==> src/rtl/phase_demod.sv <==
// Carrier phase removal: result = rx * conj(ph), Q1.11 phasor, with ap_* block handshake.
// state | meaning
// IDLE  | waiting for ap_start; inputs captured on accept
// CAP   | four cross products registered
// MUL   | sums formed, rounded/saturated into result registers
// OUT   | ap_done and both vld strobes high for one cycle
module phase_demod #(
  parameter int W    = 12,
  parameter int FRAC = 11
) (
  input  logic         clk,
  input  logic         reset,
  input  logic         ap_start,
  output logic         ap_done,
  output logic         ap_idle,
  output logic         ap_ready,
  input  logic [W-1:0] rx_in_real,
  input  logic [W-1:0] rx_in_imag,
  input  logic [W-1:0] ph_in_real,
  input  logic [W-1:0] ph_in_imag,
  output logic [W-1:0] result_real,
  output logic [W-1:0] result_imag,
  output logic         result_real_vld,
  output logic         result_imag_vld
);

  localparam int PW = 2 * W;
  localparam int SW = 2 * W + 1;
  localparam logic signed [SW:0] RND_HALF = (SW + 1)'(1) <<< (FRAC - 1);
  localparam logic signed [SW:0] SAT_MAX  = (SW + 1)'((1 << (W - 1)) - 1);
  localparam logic signed [SW:0] SAT_MIN  = -SAT_MAX;

  typedef enum logic [1:0] {IDLE, CAP, MUL, OUT} state_t;

  state_t               state_q;
  logic signed [W-1:0]  rx_r_q, rx_i_q, ph_r_q, ph_i_q;
  logic signed [PW-1:0] p_rr_q, p_ii_q, p_ir_q, p_ri_q;
  logic        [W-1:0]  res_re_q, res_im_q;
  logic                 done_q;

  logic signed [SW-1:0] sum_re_d, sum_im_d;
  logic        [W-1:0]  res_re_d, res_im_d;

  // Round half up, then clamp symmetrically so -2^(W-1) never appears.
  function automatic logic [W-1:0] round_sat(input logic signed [SW-1:0] s);
    logic signed [SW:0] r;
    logic signed [SW:0] q;
    r = $signed({s[SW-1], s}) + RND_HALF;
    q = r >>> FRAC;
    if (q > SAT_MAX)      q = SAT_MAX;
    else if (q < SAT_MIN) q = SAT_MIN;
    return q[W-1:0];
  endfunction

  always_comb begin
    sum_re_d = $signed({p_rr_q[PW-1], p_rr_q}) + $signed({p_ii_q[PW-1], p_ii_q});
    sum_im_d = $signed({p_ir_q[PW-1], p_ir_q}) - $signed({p_ri_q[PW-1], p_ri_q});
    res_re_d = round_sat(sum_re_d);
    res_im_d = round_sat(sum_im_d);
  end

  always_ff @(posedge clk) begin
    if (reset) begin
      state_q  <= IDLE;
      rx_r_q   <= '0;
      rx_i_q   <= '0;
      ph_r_q   <= '0;
      ph_i_q   <= '0;
      p_rr_q   <= '0;
      p_ii_q   <= '0;
      p_ir_q   <= '0;
      p_ri_q   <= '0;
      res_re_q <= '0;
      res_im_q <= '0;
      done_q   <= 1'b0;
    end else begin
      done_q <= 1'b0;
      case (state_q)
        IDLE: begin
          if (ap_start) begin
            rx_r_q  <= $signed(rx_in_real);
            rx_i_q  <= $signed(rx_in_imag);
            ph_r_q  <= $signed(ph_in_real);
            ph_i_q  <= $signed(ph_in_imag);
            state_q <= CAP;
          end
        end
        CAP: begin
          p_rr_q  <= rx_r_q * ph_r_q;
          p_ii_q  <= rx_i_q * ph_i_q;
          p_ir_q  <= rx_i_q * ph_r_q;
          p_ri_q  <= rx_r_q * ph_i_q;
          state_q <= MUL;
        end
        MUL: begin
          // Result lands here so it is already valid while ap_done is high in OUT.
          res_re_q <= res_re_d;
          res_im_q <= res_im_d;
          done_q   <= 1'b1;
          state_q  <= OUT;
        end
        default: begin
          state_q <= IDLE;
        end
      endcase
    end
  end

  assign ap_ready        = (state_q == IDLE) && ap_start && !reset;
  assign ap_idle         = (state_q == IDLE);
  assign ap_done         = done_q;
  assign result_real_vld = done_q;
  assign result_imag_vld = done_q;
  assign result_real     = res_re_q;
  assign result_imag     = res_im_q;

endmodule

==> config.mk <==
export PLATFORM = sky130hd
export DESIGN_NAME = phase_demod
export DESIGN_NICKNAME = d
export VERILOG_FILES = /design/src/rtl/phase_demod.sv
export SDC_FILE = /design/constraint.sdc
export NUM_CORES = 2
export LEC_CHECK = 0
export CAP_MARGIN = 20
export CORE_ASPECT_RATIO = 0.75
export CORE_MARGIN = 2
export CORE_UTILIZATION = 67
export DETAILED_ROUTE_END_ITERATION = 10
export GPL_TIMING_DRIVEN = 0
export PLACE_DENSITY = 0.95
export REMOVE_ABC_BUFFERS = 1
export SYNTH_ARGS = -nofsm -noshare
export SYNTH_HDL_FRONTEND = slang
export SYNTH_SLANG_ARGS = --single-unit
==> constraint.sdc <==
create_clock -name clk -period 17.2 [get_ports clk]
set_input_delay 3.44 -clock clk [delete_from_list [all_inputs] [get_ports clk]]
set_output_delay 3.44 -clock clk [all_outputs]
set_load 0.03 [all_outputs]
# Word level (Yosys, flattened, before mapping)
# Cells that the tools add are included.
# W data, S select, Z words.
[op_classes]
n_addsub = 4
mul = 4
n_lt_le_gt_ge = 4
eq_ne = 3
muxes = 7
n_reduce_logical = 5
[ops]
columns = ["cell", "count"]
rows = [
  ["$mul A12 B12 Y24", 4],
  ["$add A25 B12 Y26 const B", 2],
  ["$mux W12", 4],
  ["$gt A15 B12 Y1 const B", 2],
  ["$lt A15 B12 Y1 const B", 2],
  ["$add A24 B24 Y25", 1],
  ["$sub A24 B24 Y25", 1],
  ["$pmux W2 S3", 1],
  ["$eq A2 B1 Y1 const B", 1],
  ["$eq A2 B2 Y1 const B", 1],
  ["$logic_and A1 B1 Y1", 2],
  ["$logic_not A2 Y1", 1],
  ["$mux W2", 1],
  ["$ne A2 B2 Y1 const B", 1],
  ["$reduce_and A2 Y1", 1],
  ["$logic_not A1 Y1", 1],
  ["$mux W1", 1],
]
[totals]
reg_bits = 171
output_inout_bits = 29
wordCells = 39

# Depth between registers and ports, before layout
[logic_depth]
word_depth = 5
mapped_depth = 24
depth_no_buf = 22

# Worst setup path before layout
# Ideal clock, no wire load.
[synth_path]
path_kind = "in2out"
startpoint = "input port reset"
endpoint = "output port ap_ready"
arrival_ps = 4399
required_ps = 13760
slack_ps = 9361
stages = 4
path_buffers = 3
path_cell_list = "clkbuf_8 clkbuf_1 clkbuf_1 nor2_1"
[synth_between]
elab_chain_len = 2
[synth_rtl]
columns = ["element", "line", "source"]
rows = [
  ["start, declared", "12", "input logic reset,"],
  ["$logic_not A1 Y1", "109", "assign ap_ready = (state_q == IDLE) && ap_start && !reset;"],
  ["$logic_and A1 B1 Y1", "109", ""],
  ["end, declared", "16", "output logic ap_ready,"],
]
# Every way passes these cells.

# Worst setup path after layout
[layout_path]
startpoint = "input port ap_start"
endpoint = "output port ap_ready"
[layout_between]
elab_chain_len = 2
[layout_rtl]
columns = ["element", "line", "source"]
rows = [
  ["start, declared", "13", "input logic ap_start,"],
  ["$logic_and A1 B1 Y1 (2 in a row)", "109", ""],
]
# Every way passes these cells.

==> results.json <==
{
  "status": "finished clean",
  "holdBufCountCts": 0,
  "pre_cts_slack_ns": 8.52,
  "fp-row-count": 67,
  "start_util_pct": 67.7,
  "die-area_um2": 46700,
  "worst_ep_arrival_time_ns": 5.22,
  "fin_cells": 4020,
  "cts_tree": "yes",
  "drt-wirelength-per-cell_um": 20.4,
  "ctsLongestPathBuffers": 2,
  "grt_pass1_wl_um": 131000,
  "cp-end-kind": "primary output",
  "power_density_nw_per_um2": 110,
  "layout.area.seq_um2": 3420,
  "chipWidth_um": 249,
  "antenna_found_initial": 0,
  "viasPerCell": 6.06,
  "coreArea_um2": 44500,
  "skew_ns": 0.0163,
  "fp.dieH_um": 188,
  "min_path_type": "flip-flop to flip-flop",
  "cp-start-kind": "input port",
  "tns_ns": 0,
  "cts_setup_buffers": 0,
  "cts_made_buffers": 17,
  "clock.fmax_mhz": 115,
  "postSynth.asyncResetShare_pct": 0,
  "path_clk_slew_ns": 0.08,
  "netlist_area_um2": 30100,
  "drv_slew": 0,
  "cp.required_ns": 13.76,
  "cp_max_fo": 40,
  "insertion_delay_ns": 0.50,
  "multi_input_area_um2": 23400,
  "ant_nets": 0,
  "worstHoldPathCells": 2,
  "slew_headroom_pct": 16.0,
  "drt_iter0_drc": 2636,
  "leakage_nw": 16.4,
  "cts.sinks": 171,
  "drive_gt1_share_pct": 3.38,
  "drc_errors": 0,
  "path_delay_family": "buffers and inverters",
  "ys_seq_area_share_pct": 11.4,
  "finish.utilization_pct": 72.9,
  "syn_to_final_growth_pct": 7.77,
  "path_buf_inv": 3,
  "ys_ff_latch": 171,
  "period_minus_slack_ns": 8.66,
  "grtUsageTotal_pct": 35.4,
  "post-dp-hpwl_um": 57700,
  "grt_pass1_vias": 26100,
  "hold_viol_final": 0,
  "grt_setup_unrepaired": "false",
  "tightestPinTransition_ns": 1.26,
  "rr_worst_depth": 20,
  "antenna_cells": 0,
  "cpPeakStageDelay_ns": 0.70,
  "crit_chain": "clkdlybuf4s50_1, nand2_2, buf_12, nor2_1, clkdlybuf4s50_1",
  "final_cell_mix": "inv_1 (708), fa_1 (552), nand2_1 (512)",
  "crit_slowest_cell": "clkdlybuf4s50_1",
  "layout.nets": 4323,
  "ios": 80,
  "syn_avg_cell_area_um2": 8.76,
  "post-place-cells": 3958,
  "report.final.setup_viol": 0,
  "peakVddDrop_uv": 142,
  "cts_root_buf": "clkbuf_16",
  "path_common_cell": "clkdlybuf4s50_1",
  "fin_crit_sh_pct": 50.4,
  "via_count": 24400,
  "holdWs_ns": 0.477,
  "nFillCells": 2791,
  "io_buffers": 79,
  "setup_slack_ns": 8.54,
  "grt_start_max_net_pins": 125,
  "cts_resized": 0,
  "htreeDepth": 4,
  "yosys_warnings": 0,
  "grt_overflow": 0,
  "drtPass1Iterations": 6,
  "syn-instance-count": 3436,
  "critical_path_class": "input port to primary output",
  "synth_flop_cell": "dfxtp_1",
  "cp.depth": 5,
  "totalWireLength_um": 82000,
  "synth_edf_count": 0,
  "place.gp.congestion": 0.902,
  "synth_cell_type_count": 79,
  "max_cap_viol_count": 0,
  "final_common_cell": "inv_1"
}
## area by class of cell
type                       instances  area share (%)
multi-input combinational       2399            72.2
sequential                       171            10.6
inverter                         711            8.22
timing repair buffer             121            5.01
tap                              586            2.26
clock buffer                      18            1.32
clock inverter                    14           0.459
## through the flow
stage | instance area, µm² | power [mW]
after floorplan | 29500 | 2.31
after global placement | 31000 | 2.85
after detailed placement | 31300 | 2.98
after CTS | 31900 | 3.42
after global routing | 32500 | 3.80
final | 32500 | 3.56
## state kept, by name, indices dropped and copies added (netlist names), 2 cells and up
signal / flops
p_rr_q: 24
ph_r_q: 12
state_q: 2
rx_i_q: 12
p_ii_q: 24
p_ir_q: 24
result_real: 12
rx_r_q: 12
result_imag: 12
p_ri_q: 24
ph_i_q: 12
## cell usage after synthesis (24+ instances only)
cell type | count | share of area, %
ha_1 | 299 | 12
xnor2_1 | 95 | 2.8
and2_1 | 172 | 3.6
inv_1 | 708 | 8.8
a211oi_1 | 24 | 0.60
o21ai_0 | 47 | 0.78
xor2_1 | 24 | 0.70
dfxtp_1 | 171 | 11
a21oi_1 | 129 | 2.1
mux2i_1 | 68 | 2.3
fa_1 | 552 | 37
nand2_1 | 513 | 6.4
nor2_1 | 200 | 2.5
clkbuf_1 | 144 | 1.8
a21o_1 | 27 | 0.67
## worst min-delay path: stages (launching register included)
cell and delay (ns):
dfxtp_1 0.32, nand2_1 0.06, a21oi_1 0.05
## logic make-up (layout without fill, tap and decap cells)
logic type / Yosys count / count (layout) / share of synthesized area [%]
AND/OR/NAND/NOR: 1022 / 1022 / 15.4
flip-flops: 171 / 171 / 11.4
AO/OA/AOI/OAI: 338 / 338 / 7.41
XOR/XNOR: 119 / 119 / 3.46
multiplexers: 69 / 69 / 2.33
adder cells (fa/ha/maj): 851 / 851 / 49.1
buffers and inverters: 866 / 864 / 10.9
## where the power goes
group | switching [mW] | leakage [nW] | internal, mW
Combinational | 1.47 | 14.8 | 0.999
Sequential | 0.186 | 1.39 | 0.492
Clock | 0.210 | 0.284 | 0.205
Total | 1.87 | 16.4 | 1.70
## worst paths after layout
kind                          startpoint                 endpoint  slack [ns]
setup / recovery                ap_start                 ap_ready        8.54
hold / removal    p_ii_q[0]$_SDFFE_PP0P_   p_ii_q[0]$_SDFFE_PP0P_        0.48
setup reg to reg  ph_i_q[0]$_SDFFE_PP0P_  p_ii_q[21]$_SDFFE_PP0P_        9.82
hold reg to reg   p_ii_q[0]$_SDFFE_PP0P_   p_ii_q[0]$_SDFFE_PP0P_        0.48
## metal layers
layer,vias to the layer above,global-route usage [%],share of wire [%]
met5,-,0,0
met4,0,19.3,6.0
met3,380,9.74,12
met2,1685,55.2,46
met1,11900,45.2,36
li1,10400,-,-
No activity file was read; power rests on OpenSTA's default activity.
